--- src/rtl/bcd_counter_n.sv ---
// rtl/bcd_counter_n.sv - parametrised multi-digit modulo up/down counter with load, clear and terminal count
module bcd_counter_n #(
    parameter int DIGITS    = 2,
    parameter int DIGIT_MOD = 10
) (
    input  logic                clk,
    input  logic                reset,
    input  logic                en,
    input  logic                up_dn,
    input  logic                clear,
    input  logic                load,
    input  logic [4*DIGITS-1:0] load_val,
    output logic [4*DIGITS-1:0] count,
    output logic                tc,
    output logic                wrap
);

    localparam logic [3:0] MAX_DIGIT = 4'(DIGIT_MOD - 1);
    localparam logic [4:0] MOD_5B    = 5'(DIGIT_MOD);

    logic [4*DIGITS-1:0] step_val;
    logic [4*DIGITS-1:0] load_clean;
    logic                at_term;

    // Ripple carry (up) or borrow (down) from digit 0 upward; a carry out of
    // the top digit means every digit sits at the terminal value.
    always_comb begin : step_logic
        logic       carry;
        logic [3:0] d;
        carry    = 1'b1;
        d        = 4'd0;
        step_val = count;
        for (int k = 0; k < DIGITS; k++) begin
            d = count[4*k +: 4];
            if (up_dn) begin
                if (carry) begin
                    step_val[4*k +: 4] = (d == MAX_DIGIT) ? 4'd0 : d + 4'd1;
                end
                carry = carry & (d == MAX_DIGIT);
            end else begin
                if (carry) begin
                    step_val[4*k +: 4] = (d == 4'd0) ? MAX_DIGIT : d - 4'd1;
                end
                carry = carry & (d == 4'd0);
            end
        end
        at_term = carry;
    end

    // Out-of-range load digits are forced to zero so no digit ever leaves 0..DIGIT_MOD-1
    always_comb begin
        load_clean = '0;
        for (int k = 0; k < DIGITS; k++) begin
            if ({1'b0, load_val[4*k +: 4]} < MOD_5B) begin
                load_clean[4*k +: 4] = load_val[4*k +: 4];
            end
        end
    end

    // Terminal count only when this edge would actually take a count step
    always_comb begin
        tc = en & ~clear & ~load & at_term;
    end

    // State update with priority clear > load > en; wrap marks a step taken from terminal
    always_ff @(posedge clk or negedge reset) begin
        if (!reset) begin
            count <= '0;
            wrap  <= 1'b0;
        end else if (clear) begin
            count <= '0;
            wrap  <= 1'b0;
        end else if (load) begin
            count <= load_clean;
            wrap  <= 1'b0;
        end else if (en) begin
            count <= step_val;
            wrap  <= at_term;
        end else begin
            wrap  <= 1'b0;
        end
    end

endmodule
--- config.mk ---
export PLATFORM = sky130hd
export DESIGN_NAME = bcd_counter_n
export DESIGN_NICKNAME = d
export VERILOG_FILES = /design/src/rtl/bcd_counter_n.sv
export SDC_FILE = /design/constraint.sdc
export NUM_CORES = 1
export LEC_CHECK = 0
export ABC_CLOCK_PERIOD_IN_PS = 3650
export CAP_MARGIN = 20
export CORE_MARGIN = 10
export CORE_UTILIZATION = 51
export DETAILED_ROUTE_END_ITERATION = 10
export GPL_TIMING_DRIVEN = 1
export PLACE_DENSITY_LB_ADDON = 0.05
export SLEW_MARGIN = 25
export SYNTH_ARGS = -nofsm -noshare
export SYNTH_HDL_FRONTEND = slang
export SYNTH_SLANG_ARGS = --single-unit
--- constraint.sdc ---
create_clock -name clk -period 3.65 [get_ports clk]
set_clock_uncertainty 0.15 [all_clocks]
set_input_delay 0.73 -clock clk [delete_from_list [all_inputs] [get_ports clk]]
set_output_delay 0.73 -clock clk [all_outputs]
set_load 0.05 [all_outputs]
==> flow_summary.json <==
{
  "grt_remaining_overflow": 0,
  "cp.arrival_ns": 2.28,
  "reg2reg_slack_ns": 1.54,
  "fmax_mhz": 316.7,
  "mostFrequentLayoutCells": "22 x clkdlybuf4s50_1, 9 x dfrtp_1, 8 x a21oi_1",
  "cts_sinks": 9,
  "grt_pass1_vias": 901,
  "layout.cells.non_filler": 164,
  "syn_area_um2": 920.9,
  "gp_congestion": 0.8188,
  "async_reset_ff_share_pct": 100.0,
  "ys_seq_area_share_pct": 24.46,
  "die-height_um": 62.49,
  "power_mw": 0.3261,
  "ctsResizeCount": 0,
  "fin_crit_ns": 3.158,
  "ios": 24,
  "critPathKind": "primary input to primary output",
  "firstDrtPassIters": 4,
  "finalCritPeriodShare_pct": 86.52,
  "viasPerCell": 5.817,
  "diodes": 0,
  "rsz0062_at_grt": "false",
  "synthCells": 119,
  "drive_gt1_share_pct": 7.914,
  "worst_r2r_path_depth": 6,
  "dieWidth_um": 62.49,
  "grt_pass1_wl_um": 4098,
  "syn_avg_cell_area_um2": 7.739,
  "critPathLaunchType": "primary input",
  "drt-wirelength-per-cell_um": 14.82,
  "p_leak_nw": 0.4684,
  "synth_edf_count": 0,
  "seq_area_um2": 225.2,
  "maxSlewViolCount": 0,
  "synth_flop_cell": "dfrtp_1",
  "slew_headroom_pct": 65.89,
  "synth_seq_cells": 9,
  "num_rows": 15,
  "finalSetupViolCount": 0,
  "worstPathRequired_ns": 2.77,
  "tns_ns": 0,
  "clock_latency_ns": 0.26,
  "grt_max_degree": 18,
  "ir_worst_vdd_mv": 0.1880,
  "whs_path_depth": 2,
  "core-area_um2": 1727,
  "power_density_nw_per_um2": 274.0,
  "worst_slew_pin_slew_ns": 0.5101,
  "track_usage_pct": 12.48,
  "h-tree-depth": 1,
  "busiest_layer": "met2",
  "grtUsageMet1_pct": 13.56,
  "grt_use_met2_pct": 21.54,
  "hold_violations": 0,
  "synth_nets": 136,
  "final_nets": 157,
  "hold_end": "count[3]",
  "antenna_found_initial": 0,
  "clk_pin_slew_worst_paths_ns": 0.07,
  "port_buffers": 23,
  "initial_utilization_pct": 53.33,
  "cts_tree": "done",
  "holdWs_ns": 0.5700,
  "cts_buffers": 3,
  "ctsHoldBuffers": 0,
  "area_growth_pct": 29.21,
  "worstPathMaxFanout": 9,
  "drc": 0,
  "clk_path_buf_depth": 2,
  "synthDistinctLibCells": 42,
  "dp_hpwl_um": 1890,
  "dieArea_um2": 3905,
  "layout_commonest_cell": "clkdlybuf4s50_1",
  "post_cts_buffers": 0,
  "max_cap_viol_count": 0,
  "fillers": 155,
  "yosys_warnings": 0,
  "drt_wl_total_um": 2430,
  "globalRouteMet3Util_pct": 3.405,
  "root_buffer": "clkbuf_4",
  "multiInputGateArea_um2": 629.4,
  "hp-class": "flop to flop",
  "initialDrtViolationCount": 25,
  "status": "completed",
  "placed_cells": 160,
  "reg2reg_from": "count[0]",
  "drtAntennaViolNets": 0,
  "min_from": "count[3]",
  "end_kind": "primary output",
  "vias": 954,
  "r2r_end": "count[7]"
}
==> sequential cells by signal, summed over array words and instances, names as in the netlist <==
| signal | flops |
|---|---|
| count | 8 |
| wrap | 1 |
==> Yosys cell counts, types with 2 or more instances <==
master	n	area share, %
a211oi_1	2	1.6
a21oi_1	8	4.3
a311oi_1	2	1.9
and3_1	2	1.4
buf_2	2	1.1
clkbuf_1	6	2.4
dfrtp_1	9	24
ha_1	3	4.1
inv_1	6	2.4
nand2_1	7	2.9
nand2b_1	5	3.4
nand3_1	5	2.7
nand3b_1	4	3.3
nor2_1	7	2.9
nor2b_1	6	4.1
nor3_1	6	3.3
nor4_1	2	1.4
o2111a_1	3	3.7
o211ai_1	4	3.3
o21ai_0	6	3.3
or2_2	2	1.4
or3_1	2	1.4
==> logic make-up (layout without fill, tap and decap cells) <==
group | Yosys count | in the layout | synth area share [%]
simple gates | 55 | 55 | 34.11
compound gates | 36 | 36 | 29.21
buf+inv | 15 | 35 | 7.201
flops | 9 | 9 | 24.46
fa+ha+maj | 3 | 3 | 4.077
xor+xnor | 1 | 1 | 0.9513
==> metrics by stage <==
step	cell area, um2	worst slack [ns]	utilization, %
finish	1190	0.4921	68.91
floorplan	920.9	0.6619	-
global placement	1164	0.5120	67.39
detailed placement	1164	0.5002	67.39
global route	1190	0.4195	68.91
CTS	1190	0.4936	68.91
==> cell type report <==
class / count / share of cell area, %
flip-flops and latches: 9 / 18.93
clock buffers: 4 / 2.208
well taps: 25 / 2.629
repair buffers: 25 / 21.45
multi-input cells: 95 / 52.89
inverters: 6 / 1.893
==> routing by layer <==
layer,routed length [um],part of all wire (%)
met1,1039,43
met2,1255,52
met3,100,4.1
met4,34,1.4
met5,0,0
==> critical path: stages <==
cell and delay (ns):
clkdlybuf4s50_1 0.43, or3b_4 0.41, a21oi_4 0.28, o2111a_1 0.28, buf_12 0.15
==> worst max path at each step <==
| stage | from | end | slack [ns] | depth (start not counted) |
|---|---|---|---|---|
| after global placement | up_dn | tc | 0.51 | 5 |
| after detailed placement | up_dn | tc | 0.50 | 5 |
| after CTS | up_dn | tc | 0.49 | 5 |
| after global routing | up_dn | tc | 0.42 | 6 |
| final | up_dn | tc | 0.49 | 5 |
| after floorplan | count[1] | tc | 0.66 | 5 |
==> where the power goes <==
part | internal, mW | switching (mW)
logic | 0.0542 | 0.0673
registers | 0.106 | 0.0163
clock network | 0.0423 | 0.0404
No activity file was read; power rests on OpenSTA's default activity.
